$ cat src/rtl/tx_seq_pkg.sv
// Shared definitions for the transmit byte sequencer: state encoding and checksum width.
// The optional checksum byte is enabled by defining TX_SEQ_CHECKSUM_EN.
package tx_seq_pkg;

    localparam logic [2:0] StateIdle    = 3'd0;
    localparam logic [2:0] StateFetch   = 3'd1;
    localparam logic [2:0] StateWaitMem = 3'd2;
    localparam logic [2:0] StateLoad    = 3'd3;
    localparam logic [2:0] StateWaitTx  = 3'd4;
    localparam logic [2:0] StateCksum   = 3'd5;
    localparam logic [2:0] StateDone    = 3'd6;

    typedef enum logic [2:0] {
        StIdle    = StateIdle,
        StFetch   = StateFetch,
        StWaitMem = StateWaitMem,
        StLoad    = StateLoad,
        StWaitTx  = StateWaitTx,
        StCksum   = StateCksum,
        StDone    = StateDone
    } tx_seq_state_e;

    localparam int unsigned CksumW = 8;

endpackage

$ cat src/rtl/tx_seq_cksum.sv
// Modular 8-bit accumulator for the frame checksum; clear wins over add.
// Only instantiated when TX_SEQ_CHECKSUM_EN is defined.
module tx_seq_cksum
    import tx_seq_pkg::*;
(
    input  logic              clk_i,
    input  logic              rst_n,
    input  logic              clr_i,
    input  logic              add_i,
    input  logic [CksumW-1:0] data_i,
    output logic [CksumW-1:0] sum_o
);

    logic [CksumW-1:0] sum_q, sum_d;

    always_comb begin
        sum_d = sum_q;
        if (clr_i) begin
            sum_d = '0;
        end else if (add_i) begin
            sum_d = sum_q + data_i;
        end
    end

    always_ff @(posedge clk_i or negedge rst_n) begin
        if (!rst_n) begin
            sum_q <= '0;
        end else begin
            sum_q <= sum_d;
        end
    end

    assign sum_o = sum_q;

endmodule

$ cat src/rtl/tx_byte_sequencer.sv
// Streams a block of bytes from memory into the byte transmitter, one load per byte.
// Define TX_SEQ_CHECKSUM_EN to append an 8-bit modular checksum byte to each non-empty frame.
module tx_byte_sequencer
    import tx_seq_pkg::*;
#(
    parameter int unsigned ADDR_W = 8
) (
    input  logic              clk_tx_i,
    input  logic              rst_n,
    input  logic              start_i,
    input  logic              abort_i,
    input  logic [ADDR_W-1:0] base_addr_i,
    input  logic [ADDR_W-1:0] length_i,
    output logic [ADDR_W-1:0] mem_addr_o,
    output logic              mem_rd_o,
    input  logic [7:0]        mem_data_i,
    output logic [7:0]        tx_data_o,
    output logic              tx_wr_n_o,
    input  logic              tx_busy_i,
    output logic              busy_o,
    output logic              done_o,
    output logic [2:0]        state_out_o,
    output logic [ADDR_W-1:0] byte_cnt_o
);

    tx_seq_state_e     state_q, state_d;
    logic [ADDR_W-1:0] base_q, base_d;
    logic [ADDR_W-1:0] len_q, len_d;
    logic [ADDR_W-1:0] idx_q, idx_d;
    logic [ADDR_W-1:0] cnt_q, cnt_d;
    logic [ADDR_W-1:0] mem_addr_q, mem_addr_d;
    logic              mem_rd_q, mem_rd_d;
    logic              tx_wr_n_q, tx_wr_n_d;
    logic              busy_q, busy_d;
    logic              done_q, done_d;
    logic [7:0]        tx_data_q, tx_data_d;
    logic              start_acc;
    logic              load_fire;
    logic              payload_done;

    assign start_acc    = (state_q == StIdle) && start_i && !abort_i;
    // An abort in LOAD must not count the byte that was about to be loaded.
    assign load_fire    = (state_q == StLoad) && !abort_i;
    assign payload_done = (idx_q == len_q);

`ifdef TX_SEQ_CHECKSUM_EN
    logic              sent_q, sent_d;
    logic [CksumW-1:0] cksum;

    tx_seq_cksum u_cksum (
        .clk_i  (clk_tx_i),
        .rst_n  (rst_n),
        .clr_i  (start_acc),
        .add_i  (load_fire),
        .data_i (tx_data_q),
        .sum_o  (cksum)
    );

    always_comb begin
        sent_d = sent_q;
        if (start_acc) begin
            sent_d = 1'b0;
        end else if (state_d == StCksum) begin
            sent_d = 1'b1;
        end
    end

    always_ff @(posedge clk_tx_i or negedge rst_n) begin
        if (!rst_n) begin
            sent_q <= 1'b0;
        end else begin
            sent_q <= sent_d;
        end
    end
`endif

    always_ff @(posedge clk_tx_i or negedge rst_n) begin
        if (!rst_n) begin
            state_q <= StIdle;
        end else begin
            state_q <= state_d;
        end
    end

    always_comb begin
        state_d = state_q;
        unique case (state_q)
            StIdle: begin
                if (start_acc) begin
                    state_d = (length_i == '0) ? StDone : StFetch;
                end
            end
            StFetch:   state_d = StWaitMem;
            StWaitMem: state_d = StLoad;
            StLoad:    state_d = StWaitTx;
            StWaitTx: begin
                if (!tx_busy_i) begin
                    if (!payload_done) begin
                        state_d = StFetch;
                    end else begin
`ifdef TX_SEQ_CHECKSUM_EN
                        state_d = sent_q ? StDone : StCksum;
`else
                        state_d = StDone;
`endif
                    end
                end
            end
            StCksum: state_d = StWaitTx;
            StDone:  state_d = StIdle;
            default: state_d = StIdle;
        endcase
        if (abort_i && (state_q != StIdle)) begin
            state_d = StIdle;
        end
    end

    // Outputs are registered from the next state so they line up with the state they belong to.
    always_comb begin
        mem_rd_d   = (state_d == StFetch);
        tx_wr_n_d  = !((state_d == StLoad) || (state_d == StCksum));
        busy_d     = (state_d != StIdle);
        done_d     = (state_d == StDone);
        mem_addr_d = mem_addr_q;
        if (state_d == StFetch) begin
            mem_addr_d = start_acc ? base_addr_i : base_q + idx_q;
        end

        base_d = base_q;
        len_d  = len_q;
        idx_d  = idx_q;
        cnt_d  = cnt_q;
        if (start_acc) begin
            base_d = base_addr_i;
            len_d  = length_i;
            idx_d  = '0;
            cnt_d  = '0;
        end else if (load_fire) begin
            idx_d = idx_q + ADDR_W'(1);
            cnt_d = cnt_q + ADDR_W'(1);
        end

        tx_data_d = tx_data_q;
        if (state_q == StWaitMem) begin
            tx_data_d = mem_data_i;
        end
`ifdef TX_SEQ_CHECKSUM_EN
        if (state_d == StCksum) begin
            tx_data_d = cksum;
        end
`endif
    end

    always_ff @(posedge clk_tx_i or negedge rst_n) begin
        if (!rst_n) begin
            base_q     <= '0;
            len_q      <= '0;
            idx_q      <= '0;
            cnt_q      <= '0;
            mem_addr_q <= '0;
            mem_rd_q   <= 1'b0;
            tx_wr_n_q  <= 1'b1;
            busy_q     <= 1'b0;
            done_q     <= 1'b0;
            tx_data_q  <= 8'h00;
        end else begin
            base_q     <= base_d;
            len_q      <= len_d;
            idx_q      <= idx_d;
            cnt_q      <= cnt_d;
            mem_addr_q <= mem_addr_d;
            mem_rd_q   <= mem_rd_d;
            tx_wr_n_q  <= tx_wr_n_d;
            busy_q     <= busy_d;
            done_q     <= done_d;
            tx_data_q  <= tx_data_d;
        end
    end

    assign mem_addr_o  = mem_addr_q;
    assign mem_rd_o    = mem_rd_q;
    assign tx_data_o   = tx_data_q;
    assign tx_wr_n_o   = tx_wr_n_q;
    assign busy_o      = busy_q;
    assign done_o      = done_q;
    assign state_out_o = state_q;
    assign byte_cnt_o  = cnt_q;

endmodule

$ cat config.mk
export PLATFORM = sky130hd
export DESIGN_NAME = tx_byte_sequencer
export DESIGN_NICKNAME = d
export VERILOG_FILES = /design/src/rtl/tx_seq_pkg.sv /design/src/rtl/tx_seq_cksum.sv /design/src/rtl/tx_byte_sequencer.sv
export SDC_FILE = /design/constraint.sdc
export NUM_CORES = 1
export LEC_CHECK = 0
export ABC_AREA = 1
export BUFFER_PORTS_ARGS = -buffer_cell sky130_fd_sc_hd__buf_4
export CORE_MARGIN = 2
export CORE_UTILIZATION = 55
export DETAILED_ROUTE_END_ITERATION = 8
export GPL_TIMING_DRIVEN = 0
export PLACE_DENSITY_LB_ADDON = 0.3
export SLEW_MARGIN = 20
export SYNTH_ARGS = -nofsm -noshare
export SYNTH_HDL_FRONTEND = slang
export SYNTH_SLANG_ARGS = --single-unit
$ cat constraint.sdc
create_clock -name clk_tx_i -period 2.1 [get_ports clk_tx_i]
set_input_delay 0.21 -clock clk_tx_i [delete_from_list [all_inputs] [get_ports clk_tx_i]]
set_output_delay 0.21 -clock clk_tx_i [all_outputs]
set_load 0.05 [all_outputs]
==> results.md, run 1 <==
* # Post-CTS Setup Buffers at 0
* Slowest CP cell: fa_1
* Grt met1 use at 0.288
* RD Place Congestion at 0.913
* Reg2reg setup slack at 270 ps
* Vias at 2585
* Buf/Inv on CP at 2
* Worst Hold Launch: mem_data_i[0]
* Design Area, Final at 0.00355 mm2
* Peak VDD IR at 0.745 mV
* Library cells used by synthesis at 31
* Worst setup margin at 267 ps
* #FFs+latches synth at 55
* Clk_lat worst skew at 320 ps
* Worst EP required at between 2000 and 2500 ps
* Delay-heaviest family, CP: adder cells
* M2 GR Usage at 0.402
* Port Buffer Count at 59
* Pwr dens at 1380 mW/mm2
* RSZ-0062 raised after global routing: false
* WL final at 6440 um
* Mapped Area at 0.00292 mm2
* Initial antenna violation count at 0
* Clock Path Buffers at 2
* Avg WL per Cell at 12.7 um
* Core Footprint at 0.00511 mm2
* Clk_skew at 8.39 ps
* Starting Density at 0.573
* DRC viols at 0
* Fin Setup TNS at 0 ps
* Max Cap Viol at 0
* First-pass GRT wire length at 11000 um
* Synth warn at 0
* Share of the synthesized area in the top cell type at 0.462
* CP peak stage delay at approximately 420 ps
* Die width at slightly below 80 um
* Tot GR Track Use at 0.233
* Tcrit/Tclk final at 0.873
* Htree depth at 2
* Syn avg cell area at 7.90 um2
* Post-CTS sizing at 0
* Largest net degree at the start of global routing at 56
* Clock root cell: clkbuf_8
* Critical path arrival at 2050 ps
* CTS Buf Count at 5
* Critical path class: flop to flop
* Worst r2r dst: mem_addr_o[6]$_DFFE_PN0N_
* Worst-margin pin slew at 689 ps
* DP Area at 0.00345 mm2
* Finish-stage setup viols at 0
* CP Max Fanout at 4
* Num rows at 26
* CTS clk-pin slew, worst paths at 100 ps
* N_diodes at 0
* GRT busiest layer: met2
* Drt pass-1 iters at 4
* Worst Reg-to-Reg Cells at 11
* Area leader, netlist: dfrtp_1
* Area delta synth->final at 21.4%
* Worst hold path type: primary input to flop
* Nets at between 400 and 500
* Worst slew margin at 0.536
* Leakage at 1.93 nW
* Layout cells sized above 1 at 0.219
* Synth area leaders: dfrtp_1 46%, nand2_1 18%, inv_1 5.1%
* Overflow after GRT at 0
* Status: complete, no violations
* CP endpoint kind: flop
* Most used cell, CP: nand2_1
* Post-place setup slack at 297 ps
* Worst path cell trace: ha_1 -> inv_1 -> fa_1 -> inv_1 -> nand4_1 -> nand3_1 -> nand2_1 -> nand3_1 -> nand2_1 -> nand4_1 -> nand2_1
* Seq/Total Area, Yosys at 0.471
* Final min period at about 1800 ps
* Synthesized Nets at 409
* Slew Viols, Final at 0
* Synth Instances at 370
* Antenna viol nets, final at 0
* Hold Path Sink: tx_data_o[0]$_DFFE_PN0N_
* 1st-iter DRT viols at 147
* CP Launch Type: flop
* Io pins at 60
* Final HPWL DP at ~4800 um
* Fmax at around 550 MHz
* CTS tree: yes
* WHS Path Cells at 3
* Die Area at 0.00592 mm2
* Vias/cell at 5.09
* R2r startpoint: idx_q[0]$_DFFE_PN0P_
* Clock sinks at 55
* Vias in the first global route at 2477
* Die Ht at 76.9 um
* Fin. Hold Viols at 0
* Routing usage on met3 at 0.0412
==> logic make-up after synthesis <==
group,Yosys count,synth area share
AO/OA/AOI/OAI,44,0.0792
XOR/XNOR,5,0.0150
adder cells (fa/ha/maj),10,0.0454
buffers and inverters,53,0.0706
flip-flops,55,0.471
AND/OR/NAND/NOR,203,0.319
==> flip-flops by register name, indices dropped and copies added, names as in the netlist, 3 cells and up <==
name / cells
base_q: 8
byte_cnt_o: 8
idx_q: 8
len_q: 8
mem_addr_o: 8
state_out_o: 3
tx_data_o: 8
==> area by class of cell <==
| class | instances | area, um2 |
|---|---|---|
| fillers | 435 | 1560 |
| flip-flops and latches | 55 | 1380 |
| multi-input cells | 262 | 1340 |
| repair buffers | 60 | 453 |
| inverters | 47 | 179 |
| well taps | 70 | 87.6 |
| clock buffers | 5 | 68.8 |
| plain buffers | 6 | 27.5 |
| clock inverters | 3 | 15.0 |
==> synthesized netlist by cell type <==
cell,n
nor2_4,1
o31ai_1,1
inv_1,40
clkbuf_1,2
a31oi_1,3
nor4_1,2
nor3_2,2
a21o_1,1
buf_2,4
nand3_4,2
nand4_1,12
inv_2,6
inv_4,1
nor3_1,8
dfstp_2,1
xnor2_1,5
nand2_1,139
nor2_8,1
ha_1,9
dfrtp_1,54
nand3_1,13
nand3_2,2
nor2_1,12
nor2_2,5
fa_1,1
nand2_2,2
nand2_4,2
o21ai_0,21
o21a_1,1
o21ai_1,3
a21oi_1,14
==> metal layers <==
layer	part of all wire	routed length [um]	vias up
met5	0	0	-
met4	0.020	128	0
met3	0.045	290	11
met2	0.48	3090	66
met1	0.46	2930	1196
li1	-	-	1312
==> worst max-delay path by stage <==
stage | start | end | slack, ps | cells past startpoint
detailed placement | idx_q[0]$_DFFE_PN0P_ | mem_addr_o[6]$_DFFE_PN0N_ | 300 | 11
finish | idx_q[0]$_DFFE_PN0P_ | mem_addr_o[6]$_DFFE_PN0N_ | 270 | 11
floorplan | state_out_o[1]$_DFF_PN0_ | mem_addr_o[0]$_DFFE_PN0N_ | 310 | 7
global route | idx_q[0]$_DFFE_PN0P_ | mem_addr_o[6]$_DFFE_PN0N_ | 130 | 11
CTS | idx_q[0]$_DFFE_PN0P_ | mem_addr_o[6]$_DFFE_PN0N_ | 280 | 11
global placement | idx_q[0]$_DFFE_PN0P_ | mem_addr_o[6]$_DFFE_PN0N_ | 330 | 11
==> layout by cell type, fill, tap and decap left out, types with 4 or more instances in the layout <==
cell and n:
a21oi_1 14, buf_2 4, buf_4 59, clkbuf_8 5, dfrtp_1 54, ha_1 9, inv_1 40, inv_2 6
nand2_1 139, nand3_1 13, nand4_1 12, nor2_1 12, nor2_2 5, nor3_1 8, o21ai_0 21, xnor2_1 5
==> per-stage QoR <==
| stage | std cells | hold WS, ps | total power, mW | utilization |
|---|---|---|---|---|
| 2_1_floorplan | 370 | -85.6 | 3.60 | - |
| 3_5_place_dp | 499 | 300 | 4.33 | 0.676 |
| 6_report | 508 | 95.2 | 4.90 | 0.695 |
| 3_3_place_gp | 499 | 287 | 4.27 | 0.676 |
| 4_1_cts | 508 | 88.4 | 4.91 | 0.695 |
| 5_1_grt | 508 | 89.5 | 5.28 | 0.695 |
==> worst register-to-register path: cells and delay by family (launching register included) <==
kind	cells	cell delay, ps
flops	1	410
buf+inv	2	150
fa+ha+maj	2	640
simple gates	7	540
==> where the power goes <==
group	internal [mW]	switching, mW	total [mW]
combinational	0.805	1.81	2.62
sequential	1.44	0.256	1.70
clock	0.230	0.353	0.583
==> timing repair <==
item / CTS / global route
hold buffers: 1 / 0
hold endpoints to repair: 54 / 0
setup endpoints to repair: 0 / 0
Note: power is estimated with default switching activity, not from simulation.
==> run 2, diff against run 1 <==
==> constraint.sdc (replaced) <==
create_clock -name clk_tx_i -period 1.9 [get_ports clk_tx_i]
set_input_delay 0.19 -clock clk_tx_i [delete_from_list [all_inputs] [get_ports clk_tx_i]]
set_output_delay 0.19 -clock clk_tx_i [all_outputs]
set_load 0.05 [all_outputs]
==> results.md, run 2 (synthesis gave the netlist of run 1 again) <==
* Area delta synth->final at 21.9%
* Pwr dens at 1530 mW/mm2
* Core Footprint at between 0.005 and 0.006 mm2
* Sw power at 2.69 mW
* Layout cells sized above 1 at 0.228
* 1st-iter DRT viols at between 100 and 150
* Placed Cells at 499
* Vias at between 2000 and 3000
* Worst-margin pin slew at slightly below 700 ps
* Drt pass-1 iters at 6
* DP Area at about 0.0035 mm2
* Slew Viols, Final at 0
* Overflow after GRT at 0
* Starting Density at 0.573
* Die Ht at between 70 and 80 um
* Tot GR Track Use at 0.233
* Vias/cell at around 5.1
* Most frequent cells in the layout: 139 x nand2_1, 60 x buf_4, 54 x dfrtp_1
* Fin Setup TNS at 0 ps
* First-pass GRT wire length at 11000 um
* Core Util, Final at 0.698
* Clock root cell: clkbuf_8
* Initial antenna violation count at 0
* Clock share of power at 0.119
* Finish-stage setup viols at 0
* Avg WL per Cell at 12.7 um
* Fin. Hold Viols at 0
* Num rows at 26
* Max Cap Viol at 0
* N_diodes at 0
* Total Power at ~5.4 mW
* DRC viols at 0
* CP Max Fanout at 4
* Die Area at 0.00592 mm2
* Leakage at 1.93 nW
* CTS Buf Count at 5
* Gate power share at 0.536
* Status: complete, no violations
* Final min period at approximately 1800 ps
* Clk_lat worst skew at approximately 320 ps
* Sequential fraction of design power at 0.345
* Critical path class: flop to flop
* Switching Share at 0.494
* CP endpoint kind: flop
* Post-place setup slack at around 97 ps
* Largest net degree at the start of global routing at 56
* # fillers at roughly 430
* Fmax at 567 MHz
* Tcrit/Tclk final at 0.929
* Commonest non-fill, non-tap cell in the layout: nand2_1
* Internal power at 2.76 mW
* Htree depth at 2
* Clock sinks at between 50 and 60
* WL final at 6460 um
* Hold WS at 72.1 ps
* Design Area, Final at 0.00356 mm2
* Clock Path Buffers at 2
* CTS clk-pin slew, worst paths at 100 ps
* Worst hold path type: primary input to flop
* Nets at 477
* RD Place Congestion at about 0.9
* Clk_skew at between 9 and 10 ps
* CP Launch Type: flop
* Peak VDD IR at 0.830 mV
* Critical path arrival at a little under 2000 ps
* CTS tree: yes
* Antenna viol nets, final at 0
* Worst slew margin at 0.542
* Fin cells at 509
* Worst EP required at roughly 2100 ps
* Port Buffer Count at 59
* Final HPWL DP at 4790 um
* Die width at around 77 um
* Vias in the first global route at 2477
* RSZ-0062 raised after global routing: false
* Worst setup margin at approximately 140 ps
* Io pins at 60
[run 2: cell types whose count changed in the layout (fill, tap and decap cells not counted), sizes merged]
cell,previous run,this run
buf,63,64
[run 2: per-layer routing]
layer,global-route usage,up-vias,share of wire
li1,-,1315,-
met1,0.288,1201,0.45
met2,0.402,61,0.48
met3,0.0412,10,0.048
met4,0.0982,0,0.023
met5,0,-,0
[run 2: final cells by class]
cell class	instances	area [um2]	share of cell area
Multi-Input combinational cell	262	1350	0.378
Clock inverter	3	15.0	0.00421
Clock buffer	5	68.8	0.0193
Inverter	47	179	0.0502
Sequential cell	55	1380	0.386
Tap cell	70	87.6	0.0246
Buffer	6	27.5	0.00772
Timing Repair Buffer	61	460	0.129
[run 2: worst paths after layout]
kind / slack [ps] / endpoint / start / cells after the start
max in group asynchronous: 1000 / len_q[2]$_DFFE_PN0N_ / rst_n / 2
hold / removal: 70 / tx_data_o[0]$_DFFE_PN0N_ / mem_data_i[0] / 3
setup reg to reg: 140 / mem_addr_o[6]$_DFFE_PN0N_ / idx_q[0]$_DFFE_PN0P_ / 11
min in group asynchronous: 440 / base_q[1]$_DFFE_PN0N_ / rst_n / 2
setup / recovery: 140 / mem_addr_o[6]$_DFFE_PN0N_ / idx_q[0]$_DFFE_PN0P_ / 11
hold reg to reg: 480 / mem_addr_o[2]$_DFFE_PN0N_ / mem_addr_o[2]$_DFFE_PN0N_ / 2
[run 2: worst max-delay path, stage by stage, from the launching register on]
cell	delay [ps]
dfrtp_1	420
ha_2	220
inv_1	60
fa_2	360
inv_1	80
nand4_1	120
nand3_1	90
nand2_1	50
nand3_1	60
nand2_1	70
nand4_1	90
nand2_1	60
[run 2: power by group through the flow]
stage | registers, mW | clock network (mW) | logic (mW)
finish | 1.88 | 0.649 | 2.92
global route | 1.94 | 0.703 | 3.22
CTS | 1.88 | 0.652 | 2.90
detailed placement | 1.90 | 0 | 2.89
global placement | 1.88 | 0 | 2.84
floorplan | 2.66 | 0 | 1.32
[run 2: repair_timing]
item | 4_1_cts | 5_1_grt
resized for setup | 0 | 3
hold buffers | 1 | 0
setup endpoints to repair | 0 | 2
buffers inserted | 0 | 1
hold endpoints to repair | 54 | 0
==> run 3, diff against run 2 <==
--- a/config.mk
+++ b/config.mk
@@ -5,10 +5,10 @@
 export SDC_FILE = /design/constraint.sdc
 export NUM_CORES = 1
 export LEC_CHECK = 0
-export ABC_AREA = 1
 export BUFFER_PORTS_ARGS = -buffer_cell sky130_fd_sc_hd__buf_4
+export CORE_ASPECT_RATIO = 0.6
 export CORE_MARGIN = 2
-export CORE_UTILIZATION = 55
+export CORE_UTILIZATION = 54
 export DETAILED_ROUTE_END_ITERATION = 8
 export GPL_TIMING_DRIVEN = 0
 export PLACE_DENSITY_LB_ADDON = 0.3
==> constraint.sdc (replaced) <==
create_clock -name clk_tx_i -period 1.7 [get_ports clk_tx_i]
set_input_delay 0.17 -clock clk_tx_i [delete_from_list [all_inputs] [get_ports clk_tx_i]]
set_output_delay 0.17 -clock clk_tx_i [all_outputs]
set_load 0.05 [all_outputs]
==> results.md, run 3 <==
* Status: finished with violations
* Failing checks: negative setup slack
* Adder-Cell Fraction of Synth Area at 0.0467
* Peak VDD IR at 0.754 mV
* First-pass GRT wire length at 11000 um
* #FFs+latches synth at 55
* Clock sinks at 55
* Vias at 2478
* Fin. Hold Viols at 0
* Avg WL per Cell at about 18 um
* Area leader, netlist: dfrtp_1
* Seq/Total Area, Yosys at 0.485
* Post-synth top cells: 58 x nand2_1, 54 x dfrtp_1, 22 x nor2_1
* CTS Buf Count at 5
* Htree depth at 2
* Synthesized Nets at 319
* Slew Viols, Final at 0
* Gate power share at 0.539
* Share of the synthesized area in the top cell type at 0.476
* Fmax at 461 MHz
* Clk_skew at 2.76 ps
* CTS tree: yes
* Worst hold path type: primary input to flop
* Synth Instances at 280
* Worst EP required at 1920 ps
* Overflow after GRT at 0
* Antenna viol nets, final at 0
* Worst slew margin at 0.325
* Post-Synth XOR/XNOR Area at 0.0833
* Largest net degree at the start of global routing at 56
* # fillers at 325
* Hold WS at 40.4 ps
* Critical path arrival at ~2400 ps
* Core Footprint at 0.00505 mm2
* Io pins at 60
* Post-synth EDFFs at 0
* Synth warn at 0
* Leakage at 1.92 nW
* Layout cells sized above 1 at 0.398
* Port Buffer Count at 59
* RD Place Congestion at 0.833
* Vias in the first global route at around 2200
* Internal power at 3.99 mW
* Count leader, synth: nand2_1
* CTS clk-pin slew, worst paths at 100 ps
* FFs w/ async S/R, synth at 1.00
* Clock root cell: clkbuf_8
* Num rows at 20
* Fin cells at 433
* Sw power at 3.01 mW
* Drt pass-1 iters at 5
* Critical path class: flop to flop
* Tot GR Track Use at 0.248
* Sequential fraction of design power at 0.309
* Starting Density at 0.562
* Post-place setup slack at -625 ps
* Syn avg cell area at 10.1 um2
* Clock share of power at 0.151
* Finish-stage setup viols at 12
* Die Ht at 60.2 um
* Area delta synth->final at 36.8%
* CP Max Fanout at 6
* Vias/cell at 5.72
* Clk_lat worst skew at 320 ps
* Commonest non-fill, non-tap cell in the layout: buf_4
* Placed Cells at 405
* Worst setup margin at -470 ps
* Die Area at 0.00587 mm2
* CP endpoint kind: flop
* Most frequent cells in the layout: 79 x buf_4, 56 x nand2_1, 46 x dfrtp_1
* Top_reg_cell synth: dfrtp_1
* Post-synthesis compound-gate area fraction at 0.0736
* Main combinational cell family by area after synthesis: simple AND/OR/NAND/NOR gates
* N_diodes at 0
* Max Cap Viol at 0
* Library cells used by synthesis at 46
* DRC viols at 0
* 1st-iter DRT viols at approximately 140
* Clock Path Buffers at 2
* Core Util, Final at 0.768
* Final min period at 2170 ps
* RSZ-0062 raised after global routing: true
* Nets at around 410
* Synth area leaders: dfrtp_1 48%, nand2_1 7.7%, xor2_1 6.2%
* Mux cell area share after synthesis at 0.0776
* Die width at 97.6 um
* Initial antenna violation count at 0
* Final HPWL DP at roughly 4700 um
* Mapped Area at 0.00284 mm2
* Switching Share at 0.430
* Worst-margin pin slew at roughly 1000 ps
* CP Launch Type: flop
* Tcrit/Tclk final at 1.28
* WL final at 7840 um
* Pwr dens at approximately 1800 mW/mm2
* Post-Synth Simple-Gate Area at 0.198
[run 3: cell count changes in the layout (fill, tap and decap cells not counted), sizes merged, moves of 12 or more]
| cell | before | now |
|---|---|---|
| xor2 | 0 | 20 |
| mux2 | 0 | 16 |
| inv | 47 | 9 |
| o21ai | 24 | 12 |
| nand2 | 143 | 58 |
| buf | 64 | 87 |
[run 3: metrics by stage]
| step | instance area (um2) | power, mW | TNS, ps |
|---|---|---|---|
| after floorplan | 2870 | 4.44 | -9610 |
| after global placement | 3400 | 5.18 | -13390 |
| after detailed placement | 3400 | 5.31 | -14160 |
| after CTS | 3700 | 6.62 | -4470 |
| after global routing | 3880 | 7.31 | -5530 |
| final | 3880 | 7.00 | -4330 |
[run 3: path summary, 6_finish.rpt]
path / slack [ps] / from / cells after the start / end
worst max-delay path: -470 / state_out_o[1]$_DFF_PN0_ / 6 / mem_addr_o[2]$_DFFE_PN0N_
worst min-delay path: 40 / length_i[0] / 3 / len_q[0]$_DFFE_PN0N_
worst max register to register: -470 / state_out_o[1]$_DFF_PN0_ / 6 / mem_addr_o[2]$_DFFE_PN0N_
worst min register to register: 510 / len_q[0]$_DFFE_PN0N_ / 2 / len_q[0]$_DFFE_PN0N_
max in group asynchronous: 780 / rst_n / 2 / state_out_o[1]$_DFF_PN0_
min in group asynchronous: 420 / rst_n / 2 / base_q[1]$_DFFE_PN0N_
[run 3: layer usage]
metal  GRT usage  routed length, um  vias to the layer above  part of all wire
li1            -                  -                     1125                 -
met1       0.353               3370                     1224              0.43
met2       0.377               3740                      102              0.48
met3      0.0573                527                       27             0.067
met4      0.0913                210                        0             0.027
met5           0                  0                        -                 0
[run 3: area by class of cell]
class / instances / area, um2 / share of cell area
clock inverter: 3 / 67.6 / 0.0174
inverter: 9 / 33.8 / 0.00870
multi-input combinational: 204 / 1490 / 0.383
sequential: 55 / 1390 / 0.357
timing repair buffer: 83 / 654 / 0.168
clock buffer: 5 / 68.8 / 0.0177
tap: 66 / 82.6 / 0.0213
buffer: 8 / 100 / 0.0258
[run 3: cell families after synthesis]
group,Yosys count
simple gates,117
flops,55
compound gates,33
xor+xnor,27
buf+inv,21
mux,17
fa+ha+maj,10
[run 3: repair_timing]
item                                   CTS  global route
gates resized for setup                 26            28
endpoints found under the hold margin   54             0
pin swaps                                6             7
setup endpoints to repair               46            47
hold buffers                             1             0
cloned                                   1             1
setup buffers                           10            12
[run 3: critical path: stages (launching register included)]
cell,delay [ps]
dfrtp_2,480
buf_4,160
nor4b_4,390
a211oi_4,50
or4b_4,520
buf_8,160
mux2_4,300
[run 3: power by group through the flow]
stage	Sequential, mW	Clock (mW)	Combinational, mW
after floorplan	2.94	0	1.49
after global placement	2.07	0	3.11
after detailed placement	2.10	0	3.21
after CTS	2.13	1.05	3.44
after global routing	2.21	1.11	4.00
final	2.17	1.06	3.78
